[src/rtl/flags_ctrl_if.sv]
// flags_ctrl_if: request/status bundle between the core and the flag controller
interface flags_ctrl_if #(parameter int DEPTH = 4);
   localparam int DW = $clog2(DEPTH + 1);
   logic          alu_we;
   logic [3:0]    alu_flags;
   logic          msr_we;
   logic [3:0]    msr_flags;
   logic          push;
   logic          pop;
   logic [3:0]    cond;
   logic          err_clr;
   logic [3:0]    currentflags;
   logic          condpass;
   logic          busy;
   logic [DW-1:0] depth;
   logic          full;
   logic          empty;
   logic          err;
   modport master (
      output alu_we, alu_flags, msr_we, msr_flags, push, pop, cond, err_clr,
      input  currentflags, condpass, busy, depth, full, empty, err
   );
   modport slave (
      input  alu_we, alu_flags, msr_we, msr_flags, push, pop, cond, err_clr,
      output currentflags, condpass, busy, depth, full, empty, err
   );
endinterface

[src/rtl/flags_ctrl.sv]
// flags_ctrl: NZCV flag register with interrupt save stack and condition evaluation
module flags_ctrl #(parameter int DEPTH = 4) (
   input  logic       clk,
   input  logic       reset,
   flags_ctrl_if.slave bus
);
   localparam int DW = $clog2(DEPTH + 1);
   localparam int SN = 2 ** DW;
   typedef enum logic {IDLE, RESTORE} state_t;
   state_t        state_q, state_d;
   logic [3:0]    flags_q, flags_d;
   logic [DW-1:0] depth_q, depth_d;
   logic          err_q, err_d;
   logic [3:0]    stack_q [SN];
   logic [3:0]    stack_d [SN];
   logic          full, empty, pop_ok, pop_err, push_ok, push_err, cp;
   assign full     = depth_q == DW'(DEPTH);
   assign empty    = depth_q == '0;
   assign pop_ok   = bus.pop && !empty;
   assign pop_err  = bus.pop && empty;
   assign push_ok  = bus.push && !bus.pop && !full;
   assign push_err = bus.push && !bus.pop && full;
   always_comb begin
      state_d = state_q;
      flags_d = flags_q;
      depth_d = depth_q;
      err_d   = err_q;
      stack_d = stack_q;
      if (state_q == RESTORE) begin
         flags_d = stack_q[depth_q];
         state_d = IDLE;
      end else if (pop_ok) begin
         depth_d = depth_q - 1'b1;
         state_d = RESTORE;
      end else begin
         if (push_ok) begin
            stack_d[depth_q] = flags_q;
            depth_d          = depth_q + 1'b1;
         end
         flags_d = bus.msr_we ? bus.msr_flags : bus.alu_we ? bus.alu_flags : flags_q;
      end
      // requests, including err_clr, are not honoured while a restore completes
      if (state_q == IDLE)
         err_d = (pop_err || push_err) ? 1'b1 : bus.err_clr ? 1'b0 : err_q;
   end
   always_ff @(posedge clk or posedge reset) begin
      if (reset) begin
         state_q <= IDLE;
         flags_q <= '0;
         depth_q <= '0;
         err_q   <= 1'b0;
      end else begin
         state_q <= state_d;
         flags_q <= flags_d;
         depth_q <= depth_d;
         err_q   <= err_d;
      end
   end
   always_ff @(posedge clk) stack_q <= stack_d;
   always_comb begin
      cp = 1'b0;
      case (bus.cond)
         4'h0: cp = flags_q[2];
         4'h1: cp = !flags_q[2];
         4'h2: cp = flags_q[1];
         4'h3: cp = !flags_q[1];
         4'h4: cp = flags_q[3];
         4'h5: cp = !flags_q[3];
         4'h6: cp = flags_q[0];
         4'h7: cp = !flags_q[0];
         4'h8: cp = flags_q[1] && !flags_q[2];
         4'h9: cp = !flags_q[1] || flags_q[2];
         4'hA: cp = flags_q[3] == flags_q[0];
         4'hB: cp = flags_q[3] != flags_q[0];
         4'hC: cp = !flags_q[2] && (flags_q[3] == flags_q[0]);
         4'hD: cp = flags_q[2] || (flags_q[3] != flags_q[0]);
         4'hE: cp = 1'b1;
         default: cp = 1'b0;
      endcase
   end
   assign bus.currentflags = flags_q;
   assign bus.condpass     = cp;
   assign bus.busy         = state_q == RESTORE;
   assign bus.depth        = depth_q;
   assign bus.full         = full;
   assign bus.empty        = empty;
   assign bus.err          = err_q;
endmodule

[src/flat_wrapper.sv]
// flat-port wrapper written by rule: the top's interface ports become plain ports
module flags_ctrl_flat 
#(parameter int DEPTH = 4)
  (clk, reset, bus_alu_we, bus_alu_flags, bus_msr_we, bus_msr_flags, bus_push, bus_pop, bus_cond, bus_err_clr, bus_currentflags, bus_condpass, bus_busy, bus_depth, bus_full, bus_empty, bus_err);
  flags_ctrl_if #(.DEPTH(DEPTH)) bus_i ();
  input  logic clk;
  input  logic reset;
  input wire logic [$bits(bus_i.alu_we)-1:0] bus_alu_we;
  input wire logic [$bits(bus_i.alu_flags)-1:0] bus_alu_flags;
  input wire logic [$bits(bus_i.msr_we)-1:0] bus_msr_we;
  input wire logic [$bits(bus_i.msr_flags)-1:0] bus_msr_flags;
  input wire logic [$bits(bus_i.push)-1:0] bus_push;
  input wire logic [$bits(bus_i.pop)-1:0] bus_pop;
  input wire logic [$bits(bus_i.cond)-1:0] bus_cond;
  input wire logic [$bits(bus_i.err_clr)-1:0] bus_err_clr;
  output wire logic [$bits(bus_i.currentflags)-1:0] bus_currentflags;
  output wire logic [$bits(bus_i.condpass)-1:0] bus_condpass;
  output wire logic [$bits(bus_i.busy)-1:0] bus_busy;
  output wire logic [$bits(bus_i.depth)-1:0] bus_depth;
  output wire logic [$bits(bus_i.full)-1:0] bus_full;
  output wire logic [$bits(bus_i.empty)-1:0] bus_empty;
  output wire logic [$bits(bus_i.err)-1:0] bus_err;
  assign bus_i.alu_we = bus_alu_we;
  assign bus_i.alu_flags = bus_alu_flags;
  assign bus_i.msr_we = bus_msr_we;
  assign bus_i.msr_flags = bus_msr_flags;
  assign bus_i.push = bus_push;
  assign bus_i.pop = bus_pop;
  assign bus_i.cond = bus_cond;
  assign bus_i.err_clr = bus_err_clr;
  assign bus_currentflags = bus_i.currentflags;
  assign bus_condpass = bus_i.condpass;
  assign bus_busy = bus_i.busy;
  assign bus_depth = bus_i.depth;
  assign bus_full = bus_i.full;
  assign bus_empty = bus_i.empty;
  assign bus_err = bus_i.err;
  flags_ctrl #(.DEPTH(DEPTH)) u_core (.clk(clk), .reset(reset), .bus(bus_i));
endmodule
[config.mk]
export PLATFORM = sky130hd
export DESIGN_NAME = flags_ctrl_flat
export DESIGN_NICKNAME = d
export VERILOG_FILES = /design/src/rtl/flags_ctrl_if.sv /design/src/rtl/flags_ctrl.sv /design/src/flat_wrapper.sv
export SDC_FILE = /design/constraint.sdc
export NUM_CORES = 1
export LEC_CHECK = 0
export ABC_CLOCK_PERIOD_IN_PS = 5050
export CORE_ASPECT_RATIO = 0.6
export CORE_MARGIN = 1.5
export CORE_UTILIZATION = 40
export CTS_BUF_LIST = sky130_fd_sc_hd__clkbuf_8
export DETAILED_ROUTE_END_ITERATION = 8
export PLACE_DENSITY = 0.59
export SKIP_CTS_REPAIR_TIMING = 1
export SYNTH_ARGS = -nofsm -noshare
export SYNTH_HDL_FRONTEND = slang
export SYNTH_SLANG_ARGS = --single-unit
[constraint.sdc]
create_clock -name clk -period 5.05 [get_ports clk]
set_clock_uncertainty 0.1 [all_clocks]
set_input_delay 0.505 -clock clk [delete_from_list [all_inputs] [get_ports clk]]
set_output_delay 0.505 -clock clk [all_outputs]
set_load 0.02 [all_outputs]
# Word level (Yosys, flattened, before mapping)
# Index checks and enable logic that the tools add are counted.
dict set report word_totals {
  ff_bits 41
  latch_bits 0
  mem_bits_rw 0
  rom_bits 0
  inputBits 19
  output_inout_bits 12
  word_cells 81
  n_memories 0
}
dict set report op_classes {
  addsub 2
  n_mul 0
  div_mod_pow 0
  order_cmp 2
  eq_ne 18
  shifts 0
  n_mux 17
  bitwise 3
  reduce_logical 27
}
# cell n
set op_table {}
lappend op_table {{32-bit bitwise mux} 1}
lappend op_table {{4-bit == test (second input constant)} 7}
lappend op_table {{4-bit 2-to-1 mux} 7}
lappend op_table {{4-bit by 3-bit == test with 1-bit output (second input constant)} 4}
lappend op_table {{1-bit one-hot mux with 15 select lines} 1}
lappend op_table {{4-bit binary-select mux with 3-bit select} 1}
lappend op_table {{4-bit demux with 3-bit select} 1}
lappend op_table {{4-bit by 2-bit == test with 1-bit output (second input constant)} 2}
lappend op_table {{1-bit logical AND} 8}
lappend op_table {{1-bit zero test} 7}
lappend op_table {{3-bit 2-to-1 mux} 2}
lappend op_table {{2-bit AND reduction} 3}
lappend op_table {{4-bit by 1-bit == test with 1-bit output (second input constant)} 1}
lappend op_table {{4-bit greater-or-equal comparator (second input constant)} 1}
lappend op_table {{4-bit zero test} 1}
lappend op_table {{4-bit by 1-bit < comparator with 1-bit output (second input constant)} 1}
lappend op_table {{1-bit 2-to-1 mux} 4}
lappend op_table {{3-bit NOT with 4-bit output} 1}
lappend op_table {{2-bit nonzero test} 2}
lappend op_table {{3-bit by 1-bit adder with 3-bit output (second input constant)} 1}
lappend op_table {{3-bit == test (second input constant)} 1}
lappend op_table {{3-bit zero test} 1}
lappend op_table {{1-bit logical OR} 3}
lappend op_table {{3-bit AND reduction} 1}
lappend op_table {{6 further kinds} 7}

# Longest topological paths before layout
dict set report depth {
  ltp_word 6
  depth_mapped 7
}

# Least setup slack after synthesis
# OpenSTA, ideal clock, no wires.
dict set report synth_timing {
  path_type {input port to output port}
  start {in bus_cond[3]}
  end {out bus_condpass}
  t_arrival_ps 1695
  required_time_ps 4445
  slack_ps 2750
  cell_stages 5
  path_buffers 1
  path_cell_list {clkbuf_1 -> and3b_1 -> a22oi_1 -> xnor2_1 -> o311ai_1}
}
dict set report synth_between {
  elab_chain_cells 2
  word_cells_on_any_way 16
  classes_between {14 x eq/ne; 1 x mux; 1 x reduce/logical}
}
# item line_no
set synth_rtl {}
lappend synth_rtl {{start: declaration} flat_wrapper.sv:14} ;# input wire logic [$bits(bus_i.cond)-1:0] bus_cond;
lappend synth_rtl {{4-bit == test (tied with other cells)} flags_ctrl.sv:62} ;# case (bus.cond)
lappend synth_rtl {{1-bit one-hot mux with 15 select lines *} flags_ctrl.sv:62}
lappend synth_rtl {{end: declaration} flat_wrapper.sv:17} ;# output wire logic [$bits(bus_i.condpass)-1:0] bus_condpass;
# Every way passes the cells marked *; elsewhere a longest branch is shown, timed or not.

# Worst setup path after layout
# Ends and elaborated chain as after synthesis.

==> reports/summary.md <==
### Logic synthesis
• leading cell types by total area after synthesis: edfxtp_1 48%, dfrtp_1 11%, mux2i_1 5.0%, xnor2_1 2.6%, mux2_2 2.2%
• sequential cell area fraction in the yosys report: 59.2%
• Yosys top cell area share: 47.9%
• average cell area after synthesis: 13.2 um2
• number of synthesized register bits: 41
• Post-synth EDFFs: 32
• area of the mapped netlist: 2000 um2
• async set or reset register ratio after synthesis: 22.0%
• Synth area leader: edfxtp_1
• synth unique cells: 50
• count of yosys warnings during synthesis: 0
• count leader, synth: edfxtp_1
• Synth Flop Type: edfxtp_1
• Synth Instances: 152
• most frequent cells after synthesis: 32 x edfxtp_1, 10 x mux2i_1, 9 x dfrtp_1, 9 x inv_1, 8 x nand2_1

### Pwr
• Sw Pwr: 0.511 mW
• part of the total power dissipated in the clock network: 18.7%
• PD cells: 558 nW/um2
• worst-case vdd ir drop: 0.257 mV
• internal portion of total power: 0.859 mW
• leakage component of the power: 0.882 nW
• switching share of power: 37.3%
• total power consumption of the routed design: 1.37 mW
• sequential group share of total power: 45.2%
• logic gate share of total power: 36.1%

### GRT
• maximum number of pins on one net before global-route repair: 24
• remaining global-route overflow: 0
• GRT Util Overall: 18.5%
• number of antenna violations at the first check in global routing: 0
• global-route wire length before repair: 7.41 mm
• number of global-route vias before repair: 1,460

### Routing
• DR WL/cell: 17.8 um
• DRC violation count after routing: 0
• post-DR vias/cell: 5.57
• number of iterations in the first detailed-routing pass: 4
• Routed WL: 4.43 mm
• First DRT Iteration DRCs: 123
• number of routed nets with antenna violations: 0
• total via count after detailed routing: 1,387

### Cells and area
• final standard cell area without fillers: 2450 um2
• fraction of layout cells with a size suffix above 1: 10.2%
• Inserted Diodes: 0
• Reg area: 1190 um2
• Final nets: 205
• Syn-to-layout area delta: 22.5%
• area of the multi-input gates: 748 um2
• final core area utilization: 52.4%
• Layout fillers: 397

### Critical path
• Setup CP Type: primary input to output pin
• Max FO, Critical Path: 9
• nature of the critical path endpoint: output pin
• worst path required time: 4.45 ns
• crit-path leading delay family: buffers and inverters
• slowest library cell on the worst path: clkdlybuf4s50_1
• maximum cell stage delay along the critical path: 0.66 ns
• Crit path arrival time: 2.52 ns
• worst reg-to-reg setup slack: 2.56 ns
• crit-path cells: clkdlybuf4s50_1 -> and3b_1 -> a22oi_1 -> xnor2_1 -> o311ai_1 -> clkdlybuf4s50_1
• critical path startpoint category: primary input
• r2r startpoint: u_core.bus.depth[0]
• R2R Path End: u_core.bus.depth[2]
• CP bufs+invs: 2
• worst-case reg-to-reg path depth: 5
• Worst path most repeated cell: clkdlybuf4s50_1

### Floorplan
• IO Pins: 31
• starting utilization of the core area: 42.8%
• vertical die dimension: 57.8 um
• horizontal die dimension: 94.4 um
• standard cell core area: 4680 um2
• row count: 19
• total die area: 5460 um2

### Job
• number of max-capacitance violations reported: 0

### Timing
• number of pins with negative max-slew slack in the final report: 0
• maximum frequency from static timing analysis: 320 MHz
• final worst path period share: 62.0%
• crit path time final: 3.13 ns
• unrepaired setup endpoints after global routing: no
• total negative setup slack: 0 ns
• Hold Vio Cnt, Final: 0
• normalized max-slew margin: 36.6%
• worst-margin pin slew: 0.951 ns
• number of failing setup endpoints in the final timing report: 0

### Place
• instance area at placement: 2350 um2
• final weighted congestion in routability-driven placement: 0.841
• post-DP HPWL: 3.16 mm
• buffers added on ports: 30

### CTS
• clock buffer count from CTS: 5
• CTS Root Buffer Type: clkbuf_8
• clk sink count: 41
• worst skew pair latency: 0.29 ns
• number of H-tree levels: 2
• clock-pin slew on the worst setup and hold paths: 0.08 ns
• maximum root-to-sink buffer count: 2
• CTS tree: yes

### Outcome
• outcome: finished clean

### Worst hold path
• worst hold path type: primary input to asynchronous set/reset pin

worst register-to-register path, stage by stage (launching register included):
cell	delay, ns
dfrtp_1	0.97
inv_1	0.33
fa_1	0.51
xnor2_1	0.15
a211oi_2	0.23
xnor2_1	0.14
placed cells by master (no fill, tap or decap), types with 5 or more instances in the layout:
cell type,netlist,routed
clkdlybuf4s50_1,0,30
mux2i_1,10,10
nor3_1,5,5
xnor2_1,6,6
nor2_1,7,7
edfxtp_1,32,32
inv_1,9,10
dfrtp_1,9,9
nand2_1,8,8
clkbuf_8,0,5
how the worst max path moves through the flow:
stage                           start      endpoint  slack [ns]  depth (start not counted)
final                     bus_cond[3]  bus_condpass        1.92                          6
after detailed placement  bus_cond[3]  bus_condpass        1.96                          6
after floorplan           bus_cond[3]  bus_condpass        2.75                          5
after CTS                 bus_cond[3]  bus_condpass        1.92                          6
after global placement    bus_cond[3]  bus_condpass        2.04                          6
after global routing      bus_cond[3]  bus_condpass        1.79                          6
metrics by stage:
step | hold slack (ns) | instances | setup slack [ns]
after detailed placement | 0.425 | 241 | 1.96
after global placement | 0.397 | 241 | 2.04
final | 0.386 | 249 | 1.92
after global routing | 0.430 | 249 | 1.79
after CTS | 0.413 | 249 | 1.92
after floorplan | 0.233 | 155 | 2.75
flip-flops by register name, summed over array words and instances, names as in the netlist:
register                 cells
u_core.bus.currentflags      4
u_core.bus.busy              1
u_core.bus.err               1
u_core.bus.depth             3
u_core.stack_q              32
power groups by stage:
stage | registers (mW) | clock network (mW) | logic (mW)
4_1_cts | 0.621 | 0.256 | 0.497
3_5_place_dp | 0.628 | 0 | 0.492
6_report | 0.620 | 0.256 | 0.495
2_1_floorplan | 0.571 | 0 | 0.361
5_1_grt | 0.644 | 0.271 | 0.538
3_3_place_gp | 0.624 | 0 | 0.484
routing by layer:
layer / track usage [%] / wire length [um] / vias up
met5: 0 / 0 / -
met4: 6.18 / 29 / 0
met3: 4.59 / 349 / 6
met2: 28.0 / 1960 / 50
met1: 26.2 / 2090 / 688
li1: - / - / 643
kinds of logic after synthesis:
| logic type | count (synthesis) | share of synthesized area [%] |
|---|---|---|
| DFF | 41 | 59.2 |
| and+or+nand+nor | 39 | 10.4 |
| AOI/OAI and AO/OA | 33 | 14.2 |
| buffers and inverters | 16 | 4.06 |
| muxes | 15 | 8.36 |
| xor gates and xnor gates | 6 | 2.62 |
| adders and majority gates | 1 | 0.999 |
| other | 1 | 0.187 |
area by class of cell:
type                    instances  share of cell area [%]
multi-input cells              98                    30.5
inverters                       9                    1.38
repair buffers                 30                    12.2
clock inverters                 3                    1.58
clock buffers                   5                    2.80
flip-flops and latches         41                    48.3
well taps                      63                    3.21
Note: power is estimated with default switching activity, not from simulation.
